## config.mk

```make
export PLATFORM = sky130hd
export DESIGN_NAME = ifu_prefetch_buffer
export DESIGN_NICKNAME = d
export VERILOG_FILES = /design/src/rtl/ifu_prefetch_buffer.sv
export SDC_FILE = /design/constraint.sdc
export NUM_CORES = 1
export LEC_CHECK = 0
export BUFFER_PORTS_ARGS = -buffer_cell sky130_fd_sc_hd__buf_2
export CAP_MARGIN = 20
export CORE_MARGIN = 2
export CORE_UTILIZATION = 30
export CTS_BUF_LIST = sky130_fd_sc_hd__clkbuf_2
export CTS_CLUSTER_SIZE = 20
export DETAILED_ROUTE_END_ITERATION = 6
export HOLD_SLACK_MARGIN = 0.08
export PLACE_DENSITY_LB_ADDON = 0.3
export SETUP_SLACK_MARGIN = 0.5
export SLEW_MARGIN = 10
export SYNTH_ARGS = -nofsm -noshare
export SYNTH_HDL_FRONTEND = slang
export SYNTH_SLANG_ARGS = --single-unit
```

## constraint.sdc

```tcl
create_clock -name i_clock -period 4.6 [get_ports i_clock]
set_input_delay 0.92 -clock i_clock [delete_from_list [all_inputs] [get_ports i_clock]]
set_output_delay 0.92 -clock i_clock [all_outputs]
set_load 0.02 [all_outputs]
```

## src/rtl/ifu_prefetch_buffer.sv

```systemverilog
// ifu_prefetch_buffer: burst-prefetching instruction FIFO between the AXI read channel and IDU
module ifu_prefetch_buffer #(
   parameter int          DEPTH     = 4,
   parameter int          BURST_LEN = 4,
   parameter logic [31:0] RESET_PC  = 32'h3000_0000,
   parameter logic [3:0]  AXI_ID    = 4'd0
) (
   input  logic        i_clock,
   input  logic        i_reset,
   input  logic        i_redirect,
   input  logic [31:0] i_redirect_pc,
   output logic        o_valid,
   input  logic        i_ready,
   output logic [31:0] o_inst,
   output logic [31:0] o_pc,
   output logic        o_inst_err,
   output logic [31:0] o_axi_araddr,
   output logic        o_axi_arvalid,
   output logic [3:0]  o_axi_arid,
   output logic [7:0]  o_axi_arlen,
   output logic [2:0]  o_axi_arsize,
   output logic [1:0]  o_axi_arburst,
   input  logic        i_axi_arready,
   input  logic [31:0] i_axi_rdata,
   input  logic        i_axi_rvalid,
   output logic        o_axi_rready,
   input  logic [1:0]  i_axi_rresp,
   input  logic [3:0]  i_axi_rid,
   input  logic        i_axi_rlast
);
   localparam int          AW          = $clog2(DEPTH);
   localparam logic [AW:0] ISSUE_LIMIT = (AW+1)'(DEPTH - BURST_LEN);
   localparam logic [31:0] BURST_BYTES = 32'(4 * BURST_LEN);
   localparam logic [1:0]  IDLE = 2'd0, ADDR = 2'd1, DATA = 2'd2, DRAIN = 2'd3;

   logic [1:0]    state;
   logic          stale;
   logic [31:0]   fetch_pc, head_pc;
   logic [31:0]   mem_inst [DEPTH];
   logic          mem_err  [DEPTH];
   logic [AW-1:0] rd_ptr, wr_ptr;
   logic [AW:0]   count;
   logic          push, pop, last_beat, unused_rid;

   assign last_beat     = i_axi_rvalid && i_axi_rlast;
   assign push          = state == DATA && i_axi_rvalid && !i_redirect;
   assign pop           = o_valid && i_ready && !i_redirect;
   assign unused_rid    = ^i_axi_rid;
   assign o_valid       = count != '0;
   assign o_inst        = mem_inst[rd_ptr];
   assign o_inst_err    = mem_err[rd_ptr];
   assign o_pc          = head_pc;
   assign o_axi_arvalid = state == ADDR;
   assign o_axi_rready  = state == DATA || state == DRAIN;
   assign o_axi_arid    = AXI_ID;
   assign o_axi_arlen   = 8'(BURST_LEN - 1);
   assign o_axi_arsize  = 3'b010;
   assign o_axi_arburst = 2'b01;

   // Fetch FSM: issue a burst only when it fits entirely, discard bursts made stale by a redirect
   always_ff @(posedge i_clock) begin
      if (i_reset) begin
         state        <= IDLE;
         stale        <= 1'b0;
         fetch_pc     <= RESET_PC;
         o_axi_araddr <= RESET_PC;
      end else begin
         case (state)
            IDLE:
               if (!i_redirect && count <= ISSUE_LIMIT) begin
                  state        <= ADDR;
                  o_axi_araddr <= fetch_pc;
               end
            ADDR:
               if (i_axi_arready) begin
                  state <= (stale || i_redirect) ? DRAIN : DATA;
                  stale <= 1'b0;
               end else if (i_redirect) stale <= 1'b1;
            DATA:
               if (last_beat) state <= IDLE;
               else if (i_redirect) state <= DRAIN;
            default:
               if (last_beat) state <= IDLE;
         endcase
         if (i_redirect) fetch_pc <= i_redirect_pc;
         else if (state == DATA && last_beat) fetch_pc <= fetch_pc + BURST_BYTES;
      end
   end

   // Storage array: written only on beats that are kept
   always_ff @(posedge i_clock) begin
      if (push) begin
         mem_inst[wr_ptr] <= i_axi_rdata;
         mem_err[wr_ptr]  <= i_axi_rresp != 2'b00;
      end
   end

   // FIFO pointers and occupancy; a redirect empties the queue
   always_ff @(posedge i_clock) begin
      if (i_reset || i_redirect) begin
         rd_ptr <= '0;
         wr_ptr <= '0;
         count  <= '0;
      end else begin
         if (push) wr_ptr <= wr_ptr + 1'b1;
         if (pop) rd_ptr <= rd_ptr + 1'b1;
         count <= count + (AW+1)'(push) - (AW+1)'(pop);
      end
   end

   // Head PC tracks the instruction at the FIFO head
   always_ff @(posedge i_clock) begin
      if (i_reset) head_pc <= RESET_PC;
      else if (i_redirect) head_pc <= i_redirect_pc;
      else if (pop) head_pc <= head_pc + 32'd4;
   end
endmodule

```

==> metrics.cfg <==
[detailed_routing]
dr.pass1.iters=6
wl_per_cell_um=17.6
drtIter0Drc=378
vias=7486
postRouteAntennaNets=0
drc=0
routed_via_density=4.91
drt-total-wl_um=26900

[worst_setup_path]
end_kind=output port
path_delay_family=buffers and inverters
cp_slowest_cell=mux4_2
cp.required_ns=3.68
cp-start-kind=flop
max_stage_delay_ns=0.61
reg2regPathDepth=11
path_depth=3
crit_chain=buf_4, mux4_2, buf_2
path_max_fanout=33
crit_buf_inv=2
worstReg2RegStart=state[1]
reg2reg_slack_ns=1.88
arrival_ns=2.47
r2r_end=count[2]
critical_path_class=reg2out

[power_and_ir_drop]
clockPowerShare=0.358
swShare=0.274
power_leakage_uw=0.00442
seqPwrFrac=0.564
pwr_density_cell_mw_per_mm2=353
power_frac_comb=0.078
vdd_drop_max_mv=0.140
p_int_uw=3070
switchingPower_uw=1160
finalPower_uw=4230

[clocking]
clk_pin_slew_ns=0.10
ctsResizeCount=0
cts_buffers=68
cts_tree=yes
cts_hold_buf=0
htree_levels=3
root_buffer=clkbuf_2
numClockSinks=240
clk_latency_ns=0.80
clockBufferDepth=3
postCtsSetupBuffers=0

[worst_hold_path]
hold_path.class=in2reg
hp-start=i_axi_arready
holdPathEnd=stale
hold_depth=2

[synth]
synthMuxAreaShare=0.0762
synth_top_family_by_area=simple AND/OR/NAND/NOR gates
synthArstFlopShare=0
yosys.area_share.simple=0.132
synth-compound-area-share=0.108
synth_cells=839
synth_edf_count=132
synth-seq-area-share=0.604
netlist_area_mm2=0.0101
synth_area_leaders=edfxtp_1 39%, dfxtp_1 21%, mux4_2 7.3%, nand2_1 3.7%, a21oi_1 3.1%
synthXorXnorAreaFrac=0.0207
ys_seq_elements=240
yosysTopAreaCell=edfxtp_1
synth.avg_cell_area_um2=12.1
synth_cell_types=57
synth_fa_ha_area_frac=0.0118
ys.flop_type=edfxtp_1
ys_warn_count=0
synth_top_area_share=0.391

[final_layout]
fin_nets=1125
layout.cells.non_filler=1526
area_delta_synth_final_pct=17.9
drive_gt1_frac=0.306
n_fill_cell=3376
regArea_mm2=0.00613
multiInputGateArea_mm2=0.00361
final_common_cell=buf_2
fin_util=0.358
layout_common_cells=172 x buf_2, 132 x edfxtp_1, 107 x dfxtp_1
fin_area_mm2=0.0120

[global_route]
grt_use_total=0.149
first_global_vias=7250
grt_max_degree=52
antenna_found_initial=2
gr-total-overflow=0
grt_pass1_wl_um=41100

[place]
hpwl_um=18200
portBuffers=172
gp_congestion=0.819
post-place-cells=1417
placed_cell_area_mm2=0.0114

[timing]
slew_headroom=0.300
rsz0062_at_grt=false
worst_pin_slew_ns=1.03
fin_skew_ns=0.0605
hold_viol_final=0
setup_tns_ns=0
setup_viol=0
max_freq_mhz=295
drv_slew=0
fin_crit_ns=3.39
fin_crit_sh=0.736

[floorplanning]
io_pins=194
dieArea_mm2=0.0353
fp.dieW_um=188
fp-row-count=67
die_height_um=188
start_util=0.303
core-area_mm2=0.0334

[run_status]
status=completed

[flow_run]
cap_viol_max_count=0

[state kept, by name, indices dropped and copies added, names as in the netlist, named ones only]
signal        cells
state             2
mem_inst        128
count             3
o_axi_araddr     32
stale             1
wr_ptr            2
o_pc             32
rd_ptr            2
mem_err           4
fetch_pc         32
[cells in the mapped netlist, types with 6 or more instances]
master    number
nor3_1        13
ha_1           8
xnor2_1       12
o31ai_1       10
dfxtp_1      108
and4_1         6
nor4_1        23
nand4_1       23
inv_1         33
a21boi_0      15
o21bai_1       6
clkbuf_1      44
a21oi_1       63
nor2b_1        7
buf_4         18
xor2_1        12
nand2_1      100
a211oi_1       8
o31a_1        26
and2_1        10
nand3_1       16
a31oi_1       10
nor2_1        23
buf_2          7
edfxtp_1     132
or4_1         11
o21ai_0       12
mux4_2        33
[through the flow]
stage               worst slack (ns)  hold WS, ns
floorplan                       1.51        0.432
global placement                1.46        0.444
detailed placement              1.43        0.444
CTS                             1.04        0.227
global route                   0.995        0.246
finish                          1.21        0.314
[area by class of cell]
type                       instances  area share
sequential                       240       0.512
timing repair buffer             185      0.0801
tap                              448      0.0469
clock inverter                    18      0.0105
clock buffer                      90      0.0377
antenna                            1    0.000209
multi-input combinational        510       0.302
inverter                          34      0.0107
[cells by family after synthesis]
kind of cell / count (synthesis)
XOR/XNOR: 24
AND/OR/NAND/NOR: 258
AO/OA/AOI/OAI: 166
other: 2
adder cells (fa/ha/maj): 9
multiplexers: 36
buffers and inverters: 104
flip-flops: 240
[power by group through the flow]
| stage | Combinational (uW) | Sequential, uW | Clock [uW] |
|---|---|---|---|
| 5_1_grt | 362 | 2390 | 1700 |
| 6_report | 331 | 2380 | 1510 |
| 3_3_place_gp | 328 | 2430 | 0 |
| 2_1_floorplan | 178 | 2440 | 0 |
| 3_5_place_dp | 333 | 2430 | 0 |
| 4_1_cts | 334 | 2380 | 1580 |
[how the worst max path moves through the flow]
stage	startpoint	end	slack, ns
floorplan	i_redirect	count[2]	1.51
global placement	i_axi_rvalid	count[2]	1.46
detailed placement	i_axi_rvalid	count[2]	1.43
CTS	flop	o_inst[28]	1.04
global route	flop	o_inst[28]	0.99
finish	flop	o_inst[28]	1.21
[metal layers]
layer | vias up | part of all wire | track usage
met5 | - | 0.00026 | 0
met4 | 2 | 0.030 | 0.0612
met3 | 71 | 0.063 | 0.0387
met2 | 266 | 0.47 | 0.239
met1 | 3590 | 0.44 | 0.193
li1 | 3557 | - | -
Note: power is estimated with default switching activity, not from simulation.
